==> config.mk <==
export PLATFORM = sky130hd
export DESIGN_NAME = unsigned_div
export DESIGN_NICKNAME = d
export VERILOG_FILES = /design/src/rtl/unsigned_div_pkg.sv /design/src/rtl/unsigned_div_step.sv /design/src/rtl/unsigned_div.sv
export SDC_FILE = /design/constraint.sdc
export NUM_CORES = 1
export LEC_CHECK = 0
export CORE_MARGIN = 2
export CORE_UTILIZATION = 40
export CTS_CLUSTER_DIAMETER = 120
export DETAILED_ROUTE_END_ITERATION = 10
export HOLD_SLACK_MARGIN = 0.05
export PLACE_DENSITY = 0.61
export SLEW_MARGIN = 30
export SYNTH_ARGS = -nofsm -noshare
export SYNTH_HDL_FRONTEND = slang
export SYNTH_SLANG_ARGS = --single-unit
==> constraint.sdc <==
create_clock -name CLK -period 6.04 [get_ports CLK]
set_input_delay 0.604 -clock CLK [delete_from_list [all_inputs] [get_ports CLK]]
set_output_delay 0.604 -clock CLK [all_outputs]
set_load 0.03 [all_outputs]
==> src/rtl/unsigned_div_pkg.sv <==
// Shared types and elaboration-time helpers for the iterative unsigned divider.
package unsigned_div_pkg;

  typedef enum logic [1:0] {
    IDLE = 2'd0,
    CALC = 2'd1,
    DONE = 2'd2
  } state_e;

  function automatic int calc_iters(input int width, input int bpc);
    return (2 * width) / bpc;
  endfunction

  function automatic int cnt_width(input int width, input int bpc);
    return $clog2(calc_iters(width, bpc) + 1);
  endfunction

  function automatic bit bpc_legal(input int width, input int bpc);
    return ((bpc == 1) || (bpc == 2) || (bpc == 4)) && (((2 * width) % bpc) == 0);
  endfunction

endpackage

==> src/rtl/unsigned_div_step.sv <==
// One combinational restoring-division step: shift in a dividend bit, subtract if it fits.
module div_step #(
  parameter int WIDTH = 24
) (
  input  logic [WIDTH:0]   r,
  input  logic             bit_in,
  input  logic [WIDTH-1:0] divisor,
  output logic [WIDTH:0]   r_next,
  output logic             q_bit
);

  logic [WIDTH+1:0] r_shift;
  logic [WIDTH+1:0] diff;

  // One extra bit above r_shift turns the subtraction borrow into the compare result.
  assign r_shift = {r, bit_in};
  assign diff    = r_shift - {2'b00, divisor};
  assign q_bit   = ~diff[WIDTH+1];
  assign r_next  = q_bit ? diff[WIDTH:0] : r_shift[WIDTH:0];

endmodule

==> src/rtl/unsigned_div.sv <==
// Multi-cycle restoring unsigned divider: 2*WIDTH-bit dividend / WIDTH-bit divisor,
// BITS_PER_CYCLE quotient bits per clock. Handshake: a transfer happens on a rising
// edge where valid and ready are both high; valid holds its payload until accepted.
module unsigned_div
  import unsigned_div_pkg::*;
#(
  parameter int WIDTH          = 24,
  parameter int BITS_PER_CYCLE = 1
) (
  input  logic                 CLK,
  input  logic                 RST_N,
  input  logic                 IN_VALID,
  output logic                 IN_READY,
  input  logic [2*WIDTH-1:0]   DIVIDEND,
  input  logic [WIDTH-1:0]     DIVISOR,
  output logic                 OUT_VALID,
  input  logic                 OUT_READY,
  output logic [2*WIDTH-1:0]   QUOTIENT,
  output logic [WIDTH-1:0]     REMAINDER,
  output logic                 DIV_BY_ZERO
);

  localparam int N  = calc_iters(WIDTH, BITS_PER_CYCLE);
  localparam int CW = cnt_width(WIDTH, BITS_PER_CYCLE);

  if (!bpc_legal(WIDTH, BITS_PER_CYCLE)) begin : g_bad_bpc
    $error("unsigned_div: BITS_PER_CYCLE must be 1, 2 or 4 and divide 2*WIDTH");
  end

  state_e               state_q, state_d;
  logic [CW-1:0]        cnt_q, cnt_d;
  logic [2*WIDTH-1:0]   dvd_q, dvd_d;
  logic [WIDTH-1:0]     dsr_q, dsr_d;
  logic [WIDTH:0]       rem_q, rem_d;
  logic [2*WIDTH-1:0]   quo_q, quo_d;
  logic                 in_ready_q, in_ready_d;
  logic                 out_valid_q, out_valid_d;
  logic [2*WIDTH-1:0]   quotient_q, quotient_d;
  logic [WIDTH-1:0]     remainder_q, remainder_d;
  logic                 dbz_q, dbz_d;

  logic [WIDTH:0]          chain_r [BITS_PER_CYCLE+1];
  logic [BITS_PER_CYCLE-1:0] q_bits;
  logic [2*WIDTH-1:0]      quo_next;

  assign chain_r[0] = rem_q;

  // Steps are chained MSB first; the first step consumes the top dividend bit.
  for (genvar i = 0; i < BITS_PER_CYCLE; i++) begin : g_step
    div_step #(.WIDTH(WIDTH)) u_step (
      .r       (chain_r[i]),
      .bit_in  (dvd_q[2*WIDTH-1-i]),
      .divisor (dsr_q),
      .r_next  (chain_r[i+1]),
      .q_bit   (q_bits[BITS_PER_CYCLE-1-i])
    );
  end

  assign quo_next = (quo_q << BITS_PER_CYCLE) | {{(2*WIDTH-BITS_PER_CYCLE){1'b0}}, q_bits};

  always_comb begin
    state_d     = state_q;
    cnt_d       = cnt_q;
    dvd_d       = dvd_q;
    dsr_d       = dsr_q;
    rem_d       = rem_q;
    quo_d       = quo_q;
    in_ready_d  = in_ready_q;
    out_valid_d = out_valid_q;
    quotient_d  = quotient_q;
    remainder_d = remainder_q;
    dbz_d       = dbz_q;
    case (state_q)
      IDLE: begin
        in_ready_d = 1'b1;
        if (IN_VALID && in_ready_q) begin
          dvd_d      = DIVIDEND;
          dsr_d      = DIVISOR;
          rem_d      = '0;
          quo_d      = '0;
          cnt_d      = CW'(N);
          dbz_d      = 1'b0;
          in_ready_d = 1'b0;
          if (DIVISOR == '0) begin
            state_d     = DONE;
            out_valid_d = 1'b1;
            quotient_d  = '1;
            remainder_d = DIVIDEND[WIDTH-1:0];
            dbz_d       = 1'b1;
          end else begin
            state_d = CALC;
          end
        end
      end
      CALC: begin
        dvd_d = dvd_q << BITS_PER_CYCLE;
        rem_d = chain_r[BITS_PER_CYCLE];
        quo_d = quo_next;
        cnt_d = cnt_q - CW'(1);
        if (cnt_q == CW'(1)) begin
          state_d     = DONE;
          out_valid_d = 1'b1;
          quotient_d  = quo_next;
          remainder_d = chain_r[BITS_PER_CYCLE][WIDTH-1:0];
        end
      end
      DONE: begin
        if (OUT_READY) begin
          state_d     = IDLE;
          out_valid_d = 1'b0;
          in_ready_d  = 1'b1;
        end
      end
      default: begin
        state_d     = IDLE;
        out_valid_d = 1'b0;
        in_ready_d  = 1'b0;
      end
    endcase
  end

  always_ff @(posedge CLK or negedge RST_N) begin
    if (!RST_N) begin
      state_q     <= IDLE;
      cnt_q       <= '0;
      dvd_q       <= '0;
      dsr_q       <= '0;
      rem_q       <= '0;
      quo_q       <= '0;
      in_ready_q  <= 1'b0;
      out_valid_q <= 1'b0;
      quotient_q  <= '0;
      remainder_q <= '0;
      dbz_q       <= 1'b0;
    end else begin
      state_q     <= state_d;
      cnt_q       <= cnt_d;
      dvd_q       <= dvd_d;
      dsr_q       <= dsr_d;
      rem_q       <= rem_d;
      quo_q       <= quo_d;
      in_ready_q  <= in_ready_d;
      out_valid_q <= out_valid_d;
      quotient_q  <= quotient_d;
      remainder_q <= remainder_d;
      dbz_q       <= dbz_d;
    end
  end

  assign IN_READY    = in_ready_q;
  assign OUT_VALID   = out_valid_q;
  assign QUOTIENT    = quotient_q;
  assign REMAINDER   = remainder_q;
  assign DIV_BY_ZERO = dbz_q;

endmodule

==> out/qor.yml, run 1 <==
run_status:
  outcome: "completed"
logic_synthesis:
  synth-main-ff-cell: "dfrtp_1"
  syn_nets: 1317
  ys_types: 61
  syn_area_mm2: 0.0108
  yosys_warnings: 0
  synth.most_common_cell: "nand2_1"
  synth_area_leaders: "dfrtp_1, nand2_1, o21ai_0, ha_1, a21oi_1"
  yosysSeqAreaShare_pct: 52.8
  synth_seq_cells: 227
  synth_edf_count: 0
  syn_area_per_cell_um2: 8.86
  yosys.area.top_type_share_pct: 52.8
  synthCells: 1214
  yosysTopAreaCell: "dfrtp_1"
  synthTopCellsByCount: "nand2_1, dfrtp_1, o21ai_0, clkbuf_1, a21oi_1"
  async_flop_share_pct: 100
sta:
  hold_viol: 0
  finClkSkew_ns: 0.00958
  rsz0062_at_grt: "false"
  hold_ws_ns: 0.462
  slew_headroom_pct: 42.1
  min_period_ns: 3.27
  fin_crit_sh_pct: 54.2
  final-setup-viol-count: 0
  slew_violations: 0
  fmax_ghz: 0.306
  setup_tns_ns: 0
  tightest_slew_ns: 0.869
setup_path:
  reg2reg_depth: 12
  cp.arrival_ns: 3.68
  cp-end-kind: "flop"
  start_kind: "flop"
  worst-path-max-fanout: 4
  critical_path_class: "flop to flop"
  required_ns: 6.45
floorplanning:
  die_y_um: 168
  die_w_um: 168
  top_level_ports: 151
  core_area_mm2: 0.0267
  dieArea_mm2: 0.0282
  start_util_pct: 40.4
  rows: 60
layout:
  diodes: 0
  drive_gt1_share_pct: 5.21
  layout.nets: 1429
  layoutNonFillerInstCount: 1684
  syn_to_final_growth_pct: 24.9
routing:
  ant_nets: 0
  met3WireLength_um: 1150
  drt-initial-drc-count: 625
  drt_wl_total_um: 28600
  num_vias: 9014
  dr_wl_met2_um: 13600
  viasPerCell: 5.35
  m1WireLength_um: 12800
  drc: 0
  top_layer: "met4"
  firstDrtPassIters: 5
  post_drt_wl_per_cell_um: 17.0
power:
  powerDensity_mw_per_mm2: 674
  ir_drop_uv: 359
  finalPower_uw: 9050
  p_clk_share_pct: 17.8
  switching_share_pct: 44.9
  power_frac_seq_pct: 29.5
  switching_power_uw: 4070
  p_leak_uw: 0.00606
  p_int_uw: 4980
  p_comb_share_pct: 52.7
clock_tree:
  htreeDepth: 1
  clock_sinks: 227
  numCtsBuffers: 26
  clock_latency_ns: 0.53
  cts_tree: "built"
  root_buffer: "clkbuf_16"
  max-clock-path-buffers: 3
  postCtsSetupBuffers: 0
  path_clk_slew_ns: 0.06
place:
  port_buffers: 150
  dp_hpwl_um: 19200
  gp_congestion: 0.885
  place_inst: 1637
flow_run:
  cap_violations: 0
global_routing:
  grt_pass1_vias: 8811
  antenna_found_initial: 0
  grt.total_usage_pct: 20.2
  grt_first_pass_wirelength_um: 46500
  grt_overflow: 0
  grt_max_degree: 129
min_path:
  min_path_cells: 2
  hold_path_class: "flop to flop"
-- layout make-up --
type / instances / area (um2)
multi-input cells: 874 / 4660
inverters: 32 / 120
repair buffers: 165 / 1670
flip-flops and latches: 227 / 5680
fillers: 2459 / 13200
clock buffers: 39 / 759
well taps: 341 / 427
clock inverters: 6 / 119
-- through the flow --
stage          setup slack [ns]  cell area, um2  util (%)
5_1_grt                    2.46           13400      50.4
3_3_place_gp               2.40           12500      46.8
4_1_cts                    2.79           13400      50.3
6_report                   2.77           13400      50.4
3_5_place_dp               2.33           12500      47.0
2_1_floorplan              3.27           10800         -
-- timing repair --
action	in CTS	in global routing
hold buffers	0	1
hold endpoints to repair	0	37
resized for setup	0	0
-- placed cells by master, fill, tap and decap left out, types with 3 or more instances in the layout --
master           instances
clkdlybuf4s50_1        149
dfrtp_1                227
ha_1                    26
o31ai_1                  7
o21ai_1                 31
clkbuf_8                 6
a21o_1                   5
clkbuf_1                 7
mux2i_1                 16
nor2_1                  43
inv_1                   32
bufinv_16                3
xor2_1                   7
buf_4                   11
o211ai_1                 5
nand4_1                  6
xnor2_1                 16
nand3_1                 33
a22oi_1                 23
or3_1                    3
nand2_1                345
o21ai_0                137
o22a_1                   3
nor3_2                   3
nor4_1                   8
clkbuf_16               26
and3_1                  15
nor3_1                   9
o22ai_1                  4
a31oi_1                 27
a21oi_1                 54
-- critical path, cell delays in order, from the launching register on --
cell,delay [ns]
dfrtp_1,0.38
inv_1,0.10
ha_1,0.17
inv_1,0.05
fa_1,0.42
a211oi_1,0.37
o211ai_1,0.16
a2111oi_0,0.39
or3_1,0.28
o21ai_1,0.13
a41oi_1,0.26
nor2_1,0.07
or3_1,0.37
-- logic make-up (layout without fill, tap and decap cells) --
kind of cell	Yosys count	count (layout)	share of synthesized area [%]
buf+inv	113	242	4.20
fa+ha+maj	27	27	3.21
mux	18	18	1.70
simple gates	486	486	19.1
compound gates	320	320	17.2
flops	227	227	52.8
xor+xnor	23	23	1.87
-- final timing paths --
check                              from            end  slack, ns
min reg2reg                QUOTIENT[37]   QUOTIENT[37]       0.46
max in group asynchronous         RST_N  REMAINDER[13]       4.15
max reg2reg                   dvd_q[47]      rem_q[24]       2.77
min                        QUOTIENT[37]   QUOTIENT[37]       0.46
min in group asynchronous         RST_N      quo_q[40]       0.53
max                           dvd_q[47]      rem_q[24]       2.77
-- metal layers --
| metal | track usage, % | vias to the layer above |
|---|---|---|
| met5 | 0 | - |
| met4 | 7.03 | 0 |
| met3 | 2.70 | 61 |
| met2 | 33.4 | 189 |
| met1 | 27.6 | 4380 |
| li1 | - | 4384 |
-- state kept, by name (all words and copies together), names as in the netlist --
| name | count |
|---|---|
| dvd_q | 48 |
| DIV_BY_ZERO | 1 |
| REMAINDER | 24 |
| dsr_q | 24 |
| rem_q | 25 |
| state_q | 2 |
| cnt_q | 6 |
| quo_q | 47 |
| OUT_VALID | 1 |
| QUOTIENT | 48 |
| IN_READY | 1 |
-- power groups by stage --
stage,logic (uW),clock network (uW),registers [uW]
3_5_place_dp,4780,0,2690
2_1_floorplan,2910,0,3040
6_report,4770,1620,2670
5_1_grt,5290,1710,2760
3_3_place_gp,4700,0,2680
4_1_cts,4810,1660,2670
Note: power is estimated with default switching activity, not from simulation.
==> inputs of run 2 (changes only) <==
Settings changed: PLACE_DENSITY 0.61 to 0.63.
Clock period 6.04 ns to 2.89 ns, I/O delays scaled along.
==> run 2 against run 1 <==
Effect of this change:
- flip-flop and latch count did not move
- final cell count rose by 1.9%
- sequential share of layout area fell by 1.6 points
- count of clock-buffer cells in the layout rose by 1
- critical path depth fell by 2
- combinational power rose by 130%
- highest routed layer unchanged
==> out/qor.yml, run 2 (synthesis gave the netlist of run 1 again) <==
run_status:
  outcome: "completed"
global_routing:
  grt_pass1_vias: 8871
  antenna_found_initial: 0
  grt.total_usage_pct: 20.6
  grt_overflow: 0
  grt_max_degree: 128
  grt_first_pass_wirelength_um: 47400
floorplanning:
  die_y_um: 168
  die_w_um: 168
  dieArea_mm2: 0.0282
  start_util_pct: 40.4
  top_level_ports: 151
  core_area_mm2: 0.0267
  rows: 60
setup_path:
  crit_top_cell: "and2_4"
  cp_slowest_stage_delay_ns: 0.40
  ff2ff_setup_slack_ns: 0.06
  worst-path-max-fanout: 5
  start_kind: "flop"
  path_cells: "ha_1 > and2_4 > a221o_1 > o211ai_2 > a31oi_1 > or3_4 > and2_4 > buf_4 > mux2i_1 > o21ai_1"
  cp-end-kind: "flop"
  required_ns: 3.28
  critical_path_class: "flop to flop"
  crit_slowest_cell: "dfrtp_1"
  cp.arrival_ns: 3.22
layout:
  fill_cells: 2443
  drive_gt1_share_pct: 9.53
  final_cell_mix: "nand2_1, dfrtp_1, clkdlybuf4s50_1, o21ai_0, a21oi_1"
  layout.nets: 1459
  diodes: 0
  syn_to_final_growth_pct: 29.7
  final_util_pct: 52.4
  final_common_cell: "nand2_1"
clock_tree:
  root_buffer: "clkbuf_16"
  htreeDepth: 1
  cts_tree: "built"
  clock_sinks: 227
  clock_latency_ns: 0.52
  max-clock-path-buffers: 3
  numCtsBuffers: 26
  path_clk_slew_ns: 0.06
sta:
  slew_violations: 0
  min_period_ns: 2.83
  setup_tns_ns: 0
  fin_crit_sh_pct: 97.8
  slew_headroom_pct: 53.3
  finClkSkew_ns: 0.0104
  final-setup-viol-count: 0
  hold_viol: 0
  tightest_slew_ns: 0.698
  fmax_ghz: 0.354
  hold_ws_ns: 0.215
  rsz0062_at_grt: "true"
routing:
  drc: 0
  post_drt_wl_per_cell_um: 16.9
  ant_nets: 0
  firstDrtPassIters: 5
  drt-initial-drc-count: 644
  drt_wl_total_um: 29100
  num_vias: 9076
  viasPerCell: 5.29
place:
  dp_hpwl_um: 20200
  gp_congestion: 0.867
  port_buffers: 150
power:
  ir_drop_uv: 648
  p_leak_uw: 0.00629
  powerDensity_mw_per_mm2: 1440
flow_run:
  cap_violations: 0
min_path:
  hold_path_class: "input pin to asynchronous set/reset pin"
==> run 2: worst paths after layout <==
| path | from | end | cells after the start |
|---|---|---|---|
| min in group CLK | DIVIDEND[34] | dvd_q[34] | 3 |
| max in group asynchronous | RST_N | dvd_q[27] | 4 |
| worst min register to register | QUOTIENT[23] | QUOTIENT[23] | 2 |
| worst max-delay path | rem_q[2] | REMAINDER[17] | 10 |
| worst max register to register | rem_q[2] | REMAINDER[17] | 10 |
| worst min-delay path | RST_N | quo_q[40] | 2 |
==> run 2: power by group <==
| group | internal, uW | switching, uW |
|---|---|---|
| registers | 4660 | 939 |
| clock network | 2220 | 1300 |
| logic | 4330 | 6640 |
==> run 2: critical path, delay by kind of cell (launching register included) <==
| family | cells | cell delay (ns) |
|---|---|---|
| and+or+nand+nor | 3 | 0.75 |
| buffers and inverters | 1 | 0.17 |
| adders and majority gates | 1 | 0.30 |
| DFF | 1 | 0.40 |
| AOI/OAI and AO/OA | 4 | 0.82 |
| muxes | 1 | 0.26 |
==> run 2: metrics by stage <==
step	area [um2]	cells	total power (uW)	setup slack, ns
5_1_grt	14000	1716	21600	-0.0824
3_3_place_gp	12800	1659	15800	0.0419
3_5_place_dp	12800	1659	16000	-0.0374
2_1_floorplan	10800	1214	12500	0.122
4_1_cts	13700	1707	19600	0.0268
6_report	14000	1716	20100	0.0647
==> run 2: metal layers <==
metal,up-vias,GRT usage (%),routed length (um)
met1,4398,27.1,12800
met2,185,35.7,14200
met5,-,0,0
li1,4444,-,-
met4,0,4.84,703
met3,49,3.53,1330
==> run 2: repair_timing <==
item,CTS,global route
hold buffers,1,0
setup endpoints to repair,6,40
endpoints found under the hold margin,107,0
gates resized for setup,4,32
gates cloned,0,1
setup buffers,0,7
pin swaps,0,15
==> run 2: layout make-up <==
cell class	count	area (um2)	share of cell area, %
timing repair buffer	194	1970	14.1
clock buffer	40	825	5.91
inverter	32	120	0.861
clock inverter	7	114	0.816
sequential	227	5680	40.7
tap	341	427	3.06
multi-input combinational	875	4820	34.5
